[config.mk]
export PLATFORM = sky130hd
export DESIGN_NAME = kbd_lcd_line_editor
export DESIGN_NICKNAME = d
export VERILOG_FILES = /design/src/rtl/kbd_lcd_pkg.sv /design/src/rtl/kbd_lcd_line_editor_byte_fifo.sv /design/src/rtl/kbd_lcd_line_editor.sv
export SDC_FILE = /design/constraint.sdc
export NUM_CORES = 1
export LEC_CHECK = 0
export BUFFER_PORTS_ARGS = -buffer_cell sky130_fd_sc_hd__buf_2
export CORE_AREA = 4 4 77 133
export DETAILED_ROUTE_END_ITERATION = 16
export DIE_AREA = 0 0 81 137
export GPL_ROUTABILITY_DRIVEN = 0
export PLACE_DENSITY_LB_ADDON = 0.2
export SYNTH_ARGS = -nofsm -noshare
export SYNTH_HDL_FRONTEND = slang
export SYNTH_SLANG_ARGS = --single-unit
[constraint.sdc]
create_clock -name clk -period 2.89 [get_ports clk]
set_input_delay 0.578 -clock clk [delete_from_list [all_inputs] [get_ports clk]]
set_output_delay 0.578 -clock clk [all_outputs]
set_load 0.01 [all_outputs]
[src/rtl/kbd_lcd_pkg.sv]
// Shared constants, FSM encoding and the cursor-to-DDRAM address map for the
// keyboard-to-LCD line editor.
package kbd_lcd_pkg;

  localparam logic [7:0] ASC_BS    = 8'h08;
  localparam logic [7:0] ASC_CR    = 8'h0D;
  localparam logic [7:0] ASC_SP    = 8'h20;
  localparam logic [7:0] ASC_TILDE = 8'h7E;

  localparam logic [6:0] LINE2_BASE = 7'h40;

  typedef enum logic [1:0] {
    ST_IDLE,
    ST_DECODE,
    ST_SEND,
    ST_CLEAR
  } edState_e;

  // Linear position 0-31 -> DDRAM address (line 2 starts at 0x40).
  function automatic logic [6:0] lcdAddrOf(input logic [4:0] pos);
    logic [6:0] col;
    col = {3'b000, pos[3:0]};
    return pos[4] ? (LINE2_BASE | col) : col;
  endfunction

endpackage

[src/rtl/kbd_lcd_line_editor_byte_fifo.sv]
// Small synchronous byte FIFO; pushes while full are rejected even if a pop
// happens in the same cycle.
module byte_fifo #(
  parameter int FIFO_DEPTH = 8
) (
  input  logic       clk,
  input  logic       reset,
  input  logic       push_i,
  input  logic       pop_i,
  input  logic [7:0] din_i,
  output logic [7:0] dout_o,
  output logic       full_o,
  output logic       empty_o
);

  localparam int AW = $clog2(FIFO_DEPTH);

  logic [7:0]  mem [FIFO_DEPTH];
  logic [AW-1:0] wrPtr_q, rdPtr_q;
  logic [AW:0]   count_q;
  logic          doPush, doPop;

  assign full_o  = (count_q == (AW + 1)'(FIFO_DEPTH));
  assign empty_o = (count_q == '0);
  assign doPush  = push_i && !full_o;
  assign doPop   = pop_i && !empty_o;
  assign dout_o  = mem[rdPtr_q];

  always_ff @(posedge clk) begin
    if (doPush) mem[wrPtr_q] <= din_i;
  end

  always_ff @(posedge clk or posedge reset) begin
    if (reset) begin
      wrPtr_q <= '0;
      rdPtr_q <= '0;
      count_q <= '0;
    end else begin
      if (doPush) wrPtr_q <= wrPtr_q + 1'b1;
      if (doPop)  rdPtr_q <= rdPtr_q + 1'b1;
      case ({doPush, doPop})
        2'b10:   count_q <= count_q + 1'b1;
        2'b01:   count_q <= count_q - 1'b1;
        default: count_q <= count_q;
      endcase
    end
  end

endmodule

[src/rtl/kbd_lcd_line_editor.sv]
// Line editor between the PS/2 keyboard interface and the 16x2 LCD driver:
// buffers ASCII bytes, tracks the cursor and issues handshaked cell writes.
module kbd_lcd_line_editor
  import kbd_lcd_pkg::*;
#(
  parameter int         FIFO_DEPTH = 8,
  parameter logic [7:0] CLR_CHAR   = 8'h20
) (
  input  logic       clk,
  input  logic       reset,
  input  logic [7:0] rx_ascii,
  input  logic       rx_data_ready,
  input  logic       rx_released,
  output logic       rx_read,
  output logic       lcd_valid,
  output logic [6:0] lcd_addr,
  output logic [7:0] lcd_char,
  input  logic       lcd_ack,
  output logic [4:0] cursor,
  output logic       fifo_overflow
);

  logic       armFlag_q, rxRead_q, overflow_q;
  logic       capture, fifoPush, fifoPop, fifoFull, fifoEmpty;
  logic [7:0] fifoDout;

  edState_e   state_q, state_d;
  logic [7:0] byte_q, byte_d, char_q, char_d;
  logic [6:0] addr_q, addr_d;
  logic [4:0] cursor_q, cursor_d, target_q, target_d, enterTarget;
  logic [3:0] clrCnt_q, clrCnt_d;
  logic       valid_q, valid_d, incPost_q, incPost_d;

  // Level-sensitive ready: one capture per assertion, re-armed once it drops.
  assign capture  = rx_data_ready && armFlag_q;
  assign fifoPush = capture && !rx_released && !fifoFull;

  always_ff @(posedge clk or posedge reset) begin
    if (reset) begin
      armFlag_q  <= 1'b1;
      rxRead_q   <= 1'b0;
      overflow_q <= 1'b0;
    end else begin
      if (capture)             armFlag_q <= 1'b0;
      else if (!rx_data_ready) armFlag_q <= 1'b1;
      rxRead_q <= capture;
      if (capture && !rx_released && fifoFull) overflow_q <= 1'b1;
    end
  end

  byte_fifo #(.FIFO_DEPTH(FIFO_DEPTH)) u_fifo (
    .clk     (clk),
    .reset   (reset),
    .push_i  (fifoPush),
    .pop_i   (fifoPop),
    .din_i   (rx_ascii),
    .dout_o  (fifoDout),
    .full_o  (fifoFull),
    .empty_o (fifoEmpty)
  );

  assign enterTarget = (cursor_q < 5'd16) ? 5'd16 : 5'd0;

  always_comb begin
    state_d   = state_q;
    byte_d    = byte_q;
    char_d    = char_q;
    addr_d    = addr_q;
    cursor_d  = cursor_q;
    target_d  = target_q;
    clrCnt_d  = clrCnt_q;
    valid_d   = valid_q;
    incPost_d = incPost_q;
    fifoPop   = 1'b0;
    case (state_q)
      ST_IDLE: begin
        if (!fifoEmpty) begin
          fifoPop = 1'b1;
          byte_d  = fifoDout;
          state_d = ST_DECODE;
        end
      end
      ST_DECODE: begin
        state_d = ST_IDLE;
        if (byte_q >= ASC_SP && byte_q <= ASC_TILDE) begin
          addr_d    = lcdAddrOf(cursor_q);
          char_d    = byte_q;
          incPost_d = 1'b1;
          valid_d   = 1'b1;
          state_d   = ST_SEND;
        end else if (byte_q == ASC_BS) begin
          if (cursor_q != 5'd0) begin
            cursor_d  = cursor_q - 5'd1;
            addr_d    = lcdAddrOf(cursor_q - 5'd1);
            char_d    = CLR_CHAR;
            incPost_d = 1'b0;
            valid_d   = 1'b1;
            state_d   = ST_SEND;
          end
        end else if (byte_q == ASC_CR) begin
          cursor_d = enterTarget;
          target_d = enterTarget;
          clrCnt_d = 4'd0;
          addr_d   = lcdAddrOf(enterTarget);
          char_d   = CLR_CHAR;
          valid_d  = 1'b1;
          state_d  = ST_CLEAR;
        end
      end
      ST_SEND: begin
        if (lcd_ack) begin
          valid_d = 1'b0;
          if (incPost_q) cursor_d = cursor_q + 5'd1;
          state_d = ST_IDLE;
        end
      end
      ST_CLEAR: begin
        // Alternate request and idle cycles so each erase is a separate handshake.
        if (valid_q) begin
          if (lcd_ack) begin
            valid_d = 1'b0;
            if (clrCnt_q == 4'd15) state_d = ST_IDLE;
            else                   clrCnt_d = clrCnt_q + 4'd1;
          end
        end else begin
          valid_d = 1'b1;
          addr_d  = lcdAddrOf(target_q + {1'b0, clrCnt_q});
        end
      end
      default: state_d = ST_IDLE;
    endcase
  end

  always_ff @(posedge clk or posedge reset) begin
    if (reset) begin
      state_q   <= ST_IDLE;
      byte_q    <= 8'h00;
      char_q    <= 8'h00;
      addr_q    <= 7'h00;
      cursor_q  <= 5'd0;
      target_q  <= 5'd0;
      clrCnt_q  <= 4'd0;
      valid_q   <= 1'b0;
      incPost_q <= 1'b0;
    end else begin
      state_q   <= state_d;
      byte_q    <= byte_d;
      char_q    <= char_d;
      addr_q    <= addr_d;
      cursor_q  <= cursor_d;
      target_q  <= target_d;
      clrCnt_q  <= clrCnt_d;
      valid_q   <= valid_d;
      incPost_q <= incPost_d;
    end
  end

  assign rx_read       = rxRead_q;
  assign lcd_valid     = valid_q;
  assign lcd_addr      = addr_q;
  assign lcd_char      = char_q;
  assign cursor        = cursor_q;
  assign fifo_overflow = overflow_q;

endmodule

Word level (Yosys, flattened, before mapping) --
Memories as Yosys holds them, arrays and structs flattened. A register that Yosys moved wholly into a read port is not among the register bits. Index checks and enable logic that the tools add are counted.
Word-level totals: word-level logic and storage cells 141, RAM bits 64, latch bits 0, memory bits (read-only) 0, output and inout port bits 23, input bits 13, memories kept 1, bits in registers 46
Memory list:
- u_fifo.mem | depth 8, bits a word 8, rd ports 1, clocked after Yosys merged registers in 1, wr ports 1, line kbd_lcd_line_editor_byte_fifo.sv:18 | logic [7:0] mem [FIFO_DEPTH];
Cells by class: multipliers 0, shift operators 0, bitwise operators 3, equality and inequality tests 26, order comparisons 3, muxes and demuxes 57, reductions and logical operators 29, add/subtract/negate cells 8, divide/modulo/power cells 0
Operators with widths (number):
- $mux W7 | 9
- $mux W5 | 7
- $mux W8 | 4
- $mux W4 | 6
- $ne A2 B2 Y1 const B | 11
- $mux W2 | 9
- $eq A8 B4 Y1 const B | 2
- $mux W1 | 16
- $pmux W4 S2 | 2
- $pmux W7 S2 | 1
- $reduce_and A4 Y1 | 3
- $pmux W5 S2 | 1
- $reduce_bool A2 Y1 | 5
- $add A4 B1 Y4 const B | 2
- $eq A4 B4 Y1 const B | 2
- $ge A8 B6 Y1 const B | 1
- $le A8 B7 Y1 const B | 1
- $ne A4 B4 Y1 const B | 2
- $pmux W2 S4 | 1
- $logic_and A1 B1 Y1 | 7
- $reduce_and A7 Y1 | 1
- $add A3 B1 Y3 const B | 2
- $eq A2 B2 Y1 const B | 3
- $ne A3 B3 Y1 const B | 2
- 19 further kinds | 26

Longest topological paths before layout --
Gate-level depths: netlist (run 1).
depth in word-level cells 7, gate-level depth with buffers 11, depth with buffers taken out 11

Modules after synthesis --
From an unflattened synthesis (run 1), not the netlist that was laid out.
Second synthesis, totals: cell total of the unflattened synthesis 362, area, all modules 5198.7 µm²
Modules (own cells, without submodules):
- byte_fifo | seq. area each 2172.1 µm², area each 3138.0 µm², times used 1, cells an instance 161
- kbd_lcd_line_editor | seq. area each 952.2 µm², area each 2060.7 µm², times used 1, cells an instance 201

Worst setup path before layout (run 1) --
No wires, ideal clock.
kind input to register, start input port rx_data_ready, end memory u_fifo.mem[0][0], enable pin, stages 5, arrival 1.962 ns, path slack 0.534 ns, library setup time 0.395 ns, cell sequence nand2_1 > nor2_1 > and2_1 > clkinv_1 > nor4_1
Between the ends: word-level cells in the longest chain between the ends 6
Ends and longest elaborated chain:
- from (decl) | line kbd_lcd_line_editor.sv:12 | input logic rx_data_ready,
- $logic_and A1 B1 Y1 | line kbd_lcd_line_editor.sv:35 | assign capture = rx_data_ready && armFlag_q;
- $logic_and A1 B1 Y1 (2 in series) | line kbd_lcd_line_editor.sv:36 | assign fifoPush = capture && !rx_released && !fifoFull;
- $logic_and A1 B1 Y1 | line kbd_lcd_line_editor_byte_fifo.sv:25 | assign doPush = push_i && !full_o;
- $mux W1 | line kbd_lcd_line_editor_byte_fifo.sv:30 | if (doPush) mem[wrPtr_q] <= din_i;
- $mux W1 (not written as such) | line kbd_lcd_line_editor_byte_fifo.sv:30
- to (decl) | line kbd_lcd_line_editor_byte_fifo.sv:18
No other way between the ends.

Worst setup path in the final report (run 1) --
start register cursor_q[0], in the netlist cursor[0], end register addr_q[1], in the netlist lcd_addr[1]
Between the ends: word-level cells in the longest chain between the ends 6
Ends and longest elaborated chain:
- from (decl) | line kbd_lcd_line_editor.sv:30 | logic [4:0] cursor_q, cursor_d, target_q, target_d, enterTarget;
- from (signal assigned) | line kbd_lcd_line_editor.sv:150 | cursor_q <= cursor_d;
- $sub A5 B1 Y5 | line kbd_lcd_line_editor.sv:94 | addr_d = lcdAddrOf(cursor_q - 5'd1);
- $mux W7 | line kbd_lcd_pkg.sv:23 | return pos[4] ? (LINE2_BASE | col) : col;
- $mux W7 | line kbd_lcd_line_editor.sv:92 | if (cursor_q != 5'd0) begin
- $mux W7 | line kbd_lcd_line_editor.sv:91 | end else if (byte_q == ASC_BS) begin
- $mux W7 | line kbd_lcd_line_editor.sv:85 | if (byte_q >= ASC_SP && byte_q <= ASC_TILDE) begin
- $pmux W7 S2 | line kbd_lcd_line_editor.sv:75 | case (state_q)
- to (signal assigned) | line kbd_lcd_line_editor.sv:149 | addr_q <= addr_d;
- to (decl) | line kbd_lcd_line_editor.sv:29 | logic [6:0] addr_q, addr_d;
Parallel ways exist; a longest one is shown, timed or not. The select of a mux whose other input is x is not followed. A chain may end at the register's enable or synchronous reset.

==> results.md, run 1 <==
- Status: completed
- Clock skew: about 0.0076 ns
- Wire per inst: ~19 um
- Count leader, synth: edfxtp_1
- Post-synth EDFFs: 64
- Worst Path Class, Setup: flip-flop to flip-flop
- Final #Nets: 420
- Tcrit/Tclk final: between 80% and 90%
- Cell internal pwr: between 3 and 4 mW
- Share of layout cells above drive strength 1: between 20% and 30%
- Core area: a little over 9000 um^2
- Clk buf depth: 2
- Hold WC Path Type: input port to asynchronous set/reset pin
- Total power: between 5 and 6 mW
- Initial Utilization: between 50% and 60%
- Clk network pwr share: between 20% and 30%
- NetSw: a little over 2 mW
- Register area share after synthesis: 63.4%
- Sequential Power Share: between 40% and 50%
- Leak Pwr: ~2.2 nW
- Chip Height: around 140 um
- CP startpoint kind: flip-flop
- Ys async rst share: a little over two fifths
- Ys flop type: edfxtp_1
- Synthesized area: a little under 5000 um^2
- Pin count of the biggest net entering global routing: 27
- HPWL Detailed: 6820 um
- Pwr Density: around 1000 nW/um^2
- Worst vdd rail ir drop: between 0.5 and 0.6 mV
- RSZ-0062 raised after global routing: no
- Fmax: roughly 400 MHz
- Skew-Pair Late Insertion Delay: 0.35 ns
- Initial antenna violation count: 0
- PortBufs: 33
- Via count: around 3,100
- Root buf cell: clkbuf_16
- Synth cell count leaders: edfxtp_1 (64), dfrtp_1 (47), nand2_1 (34), o21ai_0 (20), mux4_2 (16)
- CTS buffer count: 9
- TritonCTS clock tree: done
- Post-CTS Hold Buffers: 0
- CP max FO: 9
- Area delta synth->final: 13.5%
- Clk slew on worst S/H paths: about 0.07 ns
- Crit. End Element: flip-flop
- CTS-repair resized insts: 0
- First-pass GRT wire length: 15,800 um
- Synth unique cells: 56
- Overall routing resource usage: around a fifth
- Worst Path Required: 3.12 ns
- # diodes: 0
- Detailed Route Iter0 Violations: 154
- Setup violations, final: 0
- Final core area utilization: about three fifths
- Cell area after placement: roughly 5300 um^2
- Vias in the first global route: 3,139
- Sw Ratio: a little over a third
- Synth area leader: edfxtp_1
- TritonRoute pass-1 iters: 4
- Post-synthesis register bit count: 112
- Hold Fails Final Rpt: 0
- CP Data Arrival Time: approximately 2.7 ns
- CTS sink count: about 110
- Overflow after GRT: 0
- Total Wirelength: just under 10,000 um
- IO Pins: 36
- Vias per Instance: between 5 and 6
- Slew Viols, Final: 0
- Row count: 46
- Synth top area cells: edfxtp_1 (39%), dfrtp_1 (24%), mux4_2 (7.3%)
- Relative max-transition margin: 47.1%
- Post-DRT Antenna Nets: 0
- Fin crit period: 2.51 ns
- Post-synth top area share: between 30 and 40%
- Post-Synthesis Cells: between 300 and 400
- Syn Area/Cell: around 14 um^2
- Yosys warnings: 0
- Die area: around 11,000 um^2
- # Post-CTS Setup Buffers: 0
- Deepest level of the CTS H-tree: 3
- Final instance area: ~5600 um^2
- Max cap viols: 0
- Comb pwr share: 35.4%
- Remaining DRCs: 0
- Least-Margin Pin Slew: roughly 0.79 ns
- Die width: 81 um
- Post-Route Setup TNS: 0 ns
## cells in the final DEF, fill, tap and decap left out, types with 4 or more instances in the layout
master,netlist,layout
inv_1,13,12
a21oi_1,13,13
buf_4,2,17
a211oi_1,4,4
xor2_1,4,4
nand3_1,4,4
nand2b_1,5,5
buf_2,4,33
a311oi_1,4,4
dfrtp_1,47,47
nand2_1,34,34
xnor2_1,8,8
nor2_1,15,15
edfxtp_1,64,64
and3_1,4,4
ha_1,8,8
and2_1,4,4
clkbuf_16,0,9
mux4_2,16,16
a22o_1,6,6
mux2i_1,9,9
nor3_1,7,7
o21ai_0,20,20
## worst max-delay path, cell delays in order, from the launching register on
cell     delay [ns]
dfrtp_1        0.47
inv_1          0.14
ha_1           0.26
or4b_4         0.49
a21o_1         0.22
a211o_4        0.37
nand3_4        0.12
mux2_4         0.31
## power groups by stage
stage          combinational (mW)  sequential, mW  clock, mW
6_report                     2.05            2.48       1.25
5_1_grt                      2.29            2.52       1.34
4_1_cts                      2.07            2.47       1.28
3_5_place_dp                 2.06            2.50          0
3_3_place_gp                 1.99            2.49          0
2_1_floorplan                1.60            2.36          0
## metal layers
layer | track usage (%) | up-vias | share of wire (%)
li1 | - | 1427 | -
met1 | 21.1 | 1544 | 37
met2 | 35.0 | 89 | 56
met3 | 4.02 | 22 | 4.4
met4 | 8.93 | 0 | 3.2
met5 | 0 | - | 0
## flip-flops by register name, summed over array words and instances (netlist names)
signal          cells
armFlag_q           1
byte_q              8
clrCnt_q            4
cursor              5
fifo_overflow       1
incPost_q           1
lcd_addr            5
lcd_char            8
lcd_valid           1
rx_read             1
state_q             2
target_q            1
u_fifo.count_q      4
u_fifo.mem         64
u_fifo.rdPtr_q      3
u_fifo.wrPtr_q      3
## final timing paths
kind,from,end,slack [ns],cells past startpoint
max,cursor[0],lcd_addr[1],0.38,7
min,reset,lcd_addr[2],0.27,2
max reg2reg,cursor[0],lcd_addr[1],0.38,7
min reg2reg,fifo_overflow,fifo_overflow,0.47,1
max in group asynchronous,reset,armFlag_q,1.90,3
min in group clk,rx_data_ready,armFlag_q,0.34,2
## final cells by class
class	count	area, um^2
tap	120	150
sequential	112	3120
inverter	14	52.6
clock inverter	7	76.3
timing repair buffer	50	293
clock buffer	9	225
multi-input combinational	212	1670
fill	750	3500
## metrics by stage
step                      setup WS, ns  std cells  hold WS, ns
after floorplan                  0.534        355        0.451
after global placement           0.474        508        0.448
after detailed placement         0.433        508        0.455
after CTS                        0.397        524        0.281
after global routing             0.239        524        0.300
final                            0.383        524        0.269
## cell families after synthesis
logic type	after synthesis	share of synthesized area [%]
buffers and inverters	31	2.77
AO/OA/AOI/OAI	74	10.5
XOR/XNOR	12	2.13
adder cells (fa/ha/maj)	8	2.03
multiplexers	29	10.2
flip-flops	112	63.4
other	1	0.0761
AND/OR/NAND/NOR	87	8.82
No activity file was read; power rests on OpenSTA's default activity.
==> run 2, diff against run 1 <==
--- a/config.mk
+++ b/config.mk
@@ -6,9 +6,9 @@
 export NUM_CORES = 1
 export LEC_CHECK = 0
 export BUFFER_PORTS_ARGS = -buffer_cell sky130_fd_sc_hd__buf_2
-export CORE_AREA = 4 4 77 133
+export CORE_AREA = 4 4 78 134
 export DETAILED_ROUTE_END_ITERATION = 16
-export DIE_AREA = 0 0 81 137
+export DIE_AREA = 0 0 82 138
 export GPL_ROUTABILITY_DRIVEN = 0
 export PLACE_DENSITY_LB_ADDON = 0.2
 export SYNTH_ARGS = -nofsm -noshare
==> constraint.sdc (replaced) <==
create_clock -name clk -period 2.1 [get_ports clk]
set_input_delay 0.42 -clock clk [delete_from_list [all_inputs] [get_ports clk]]
set_output_delay 0.42 -clock clk [all_outputs]
set_load 0.01 [all_outputs]
==> results.md, run 2 (synthesis results as in run 1) <==
- Chip Height: 138 um (+0.73%)
- CP startpoint kind: flip-flop
- Most common cell after layout, fill and taps aside: edfxtp_1
- Slew Viols, Final: 0 (unchanged)
- CP max FO: 3 (-6)
- FF-to-FF Start: cursor[1]
- TritonRoute pass-1 iters: 4 (unchanged)
- Total Wirelength: 10,300 um (+4.9%)
- Failing checks: negative setup slack
- Biggest register: u_fifo.mem
- CP peak stage delay: 0.47 ns (-0.02 ns)
- Via count: 3,157 (+2.4%)
- PortBufs: 33 (unchanged)
- Deepest level of the CTS H-tree: 3 (unchanged)
- Clk slew on worst S/H paths: 0.07 ns (about the same)
- Overall routing resource usage: 19.5% (+0.17 points)
- Sequence of cells on the critical path: inv_2 -> ha_4 -> or4b_4 -> a21o_1 -> a211o_4 -> nand3_4 -> mux2_4
- Post-Layout Cell Count: 554 (+5.7%)
- Die width: 82 um (+1.2%)
- Hold Fails Final Rpt: 0 (unchanged)
- Cells after DPL: 533 (+4.9%)
- Clk buf depth: 2 (unchanged)
- CTS sink count: 112 (unchanged)
- Cell area after placement: 5500 um^2 (+4.0%)
- CP Data Arrival Time: 2.40 ns (-0.33 ns)
- TritonCTS clock tree: done
- Initial antenna violation count: 0 (unchanged)
- Wire per inst: 18.5 um (-0.82%)
- Remaining DRCs: 0 (unchanged)
- Tcrit/Tclk final: 103% (+16 points)
- Initial Utilization: 52.3% (-1.8 points)
- Fin crit period: 2.16 ns (-0.344 ns)
- Max FFs per register: 64 (unchanged)
- CP top delay family: simple AND/OR/NAND/NOR gates
- Vias per Instance: 5.70 (-3.1%)
- HPWL Detailed: 7320 um (+7.3%)
- Final instance area: 5900 um^2 (+5.6%)
- Setup violations, final: 3 (+3)
- Area delta synth->final: 19.9%
- IO Pins: 36 (unchanged)
- First-pass GRT wire length: 16,300 um (+3.4%)
- Share of layout cells above drive strength 1: 32.4% (+8.9 points)
- Clock skew: 0.0102 ns (+0.00265 ns)
- Final #Nets: 448 (+6.7%)
- Status: complete, but fails checks
- Worst setup margin: -0.0633 ns (-0.446 ns)
- R2R Path End: lcd_addr[1]
- Post-DRT Antenna Nets: 0 (unchanged)
- Root buf cell: clkbuf_16
- Crit. End Element: flip-flop
- Commonest non-fill, non-tap cells in the layout: edfxtp_1 (64), dfrtp_1 (45), buf_4 (41), buf_2 (34), nand2_1 (32)
- Die area: 11,300 um^2 (+2.0%)
- Relative max-transition margin: 50.7% (+3.6 points)
- Hold WC Path Type: input port to asynchronous set/reset pin
- CTS buffer count: 9 (unchanged)
- Register-to-Register Path Depth: 7 (unchanged)
- Detailed Route Iter0 Violations: 162 (+5.2%)
- Least-Margin Pin Slew: 0.736 ns (-0.0575 ns)
- Worst vdd rail ir drop: 0.782 mV (+39%)
- RSZ-0062 raised after global routing: yes
- Worst R2R Setup Slack: -0.06 ns (-0.45 ns)
- # diodes: 0 (unchanged)
- Layout fillers: 733 (-2.3%)
- Fmax: 462 MHz (+16%)
- Skew-Pair Late Insertion Delay: 0.35 ns (about the same)
- Worst Path Required: 2.33 ns (-0.79 ns)
- Overflow after GRT: 0 (unchanged)
- Worst Path Class, Setup: flip-flop to flip-flop
- Post-Route Setup TNS: -0.169 ns (-0.169 ns)
- Pwr Density: 1450 nW/um^2 (+41%)
- Max cap viols: 0 (unchanged)
- Vias in the first global route: 3,232 (+3.0%)
- Row count: 47 (+2.2%)
- Pin count of the biggest net entering global routing: 27 (unchanged)
- CP bufs+invs: 1 (unchanged)
- Core area: 9410 um^2 (+3.5%)
- Leak Pwr: 2.36 nW (+6.9%)
- Critical path's slowest cell: or4b_4
[run 2: cell count changes in the layout (fill, tap and decap cells not counted), sizes merged]
cell	previous run	this run
buf	50	78
clkinv	2	3
clkinvlp	2	0
inv	16	17
[run 2: power breakdown]
part / leakage, nW / total, mW / switching (mW) / internal [mW]
sequential: 1.16 / 3.22 / 0.425 / 2.80
clock: 0.155 / 1.76 / 0.805 / 0.952
combinational: 1.04 / 3.60 / 1.82 / 1.79
total: 2.36 / 8.58 / 3.05 / 5.54
[run 2: metrics by stage]
step           worst slack, ns  total power, mW  util, %  hold slack, ns
2_1_floorplan           -0.134             5.49        -           0.446
3_3_place_gp           -0.0290             6.61     58.5           0.451
3_5_place_dp           -0.0702             6.71     58.5           0.457
4_1_cts                -0.0600             8.51     62.1           0.125
5_1_grt                 -0.103             9.16     62.8           0.141
6_report               -0.0633             8.58     62.8           0.107
[run 2: what timing repair did]
item	4_1_cts	5_1_grt
setup endpoints to repair	8	13
setup buffers	2	2
gates resized for setup	3	11
cloned	0	1
pin swaps	1	5
hold endpoints to repair	0	0
hold buffers	0	0
[run 2: worst max path at each step]
stage | cells after the start | to | start
6_report | 7 | lcd_addr[1] | cursor[1]
5_1_grt | 8 | lcd_addr[3] | cursor[1]
4_1_cts | 7 | lcd_addr[1] | cursor[1]
3_5_place_dp | 7 | lcd_addr[1] | cursor[1]
3_3_place_gp | 7 | lcd_addr[0] | cursor[1]
2_1_floorplan | 7 | lcd_addr[0] | cursor[0]
[run 2: routing by layer]
layer / GRT usage (%) / part of all wire (%)
met4: 8.49 / 3.1
met1: 21.0 / 36
met5: 0 / 0
met2: 35.1 / 57
met3: 4.30 / 3.3
[run 2: area by class of cell]
| type | instances | area (um^2) | share of cell area, % |
|---|---|---|---|
| tap | 122 | 153 | 2.59 |
| sequential | 112 | 3130 | 53.0 |
| clock inverter | 7 | 88.8 | 1.50 |
| clock buffer | 9 | 225 | 3.81 |
| timing repair buffer | 78 | 520 | 8.82 |
| multi-input combinational | 212 | 1740 | 29.4 |
| inverter | 14 | 55.1 | 0.932 |
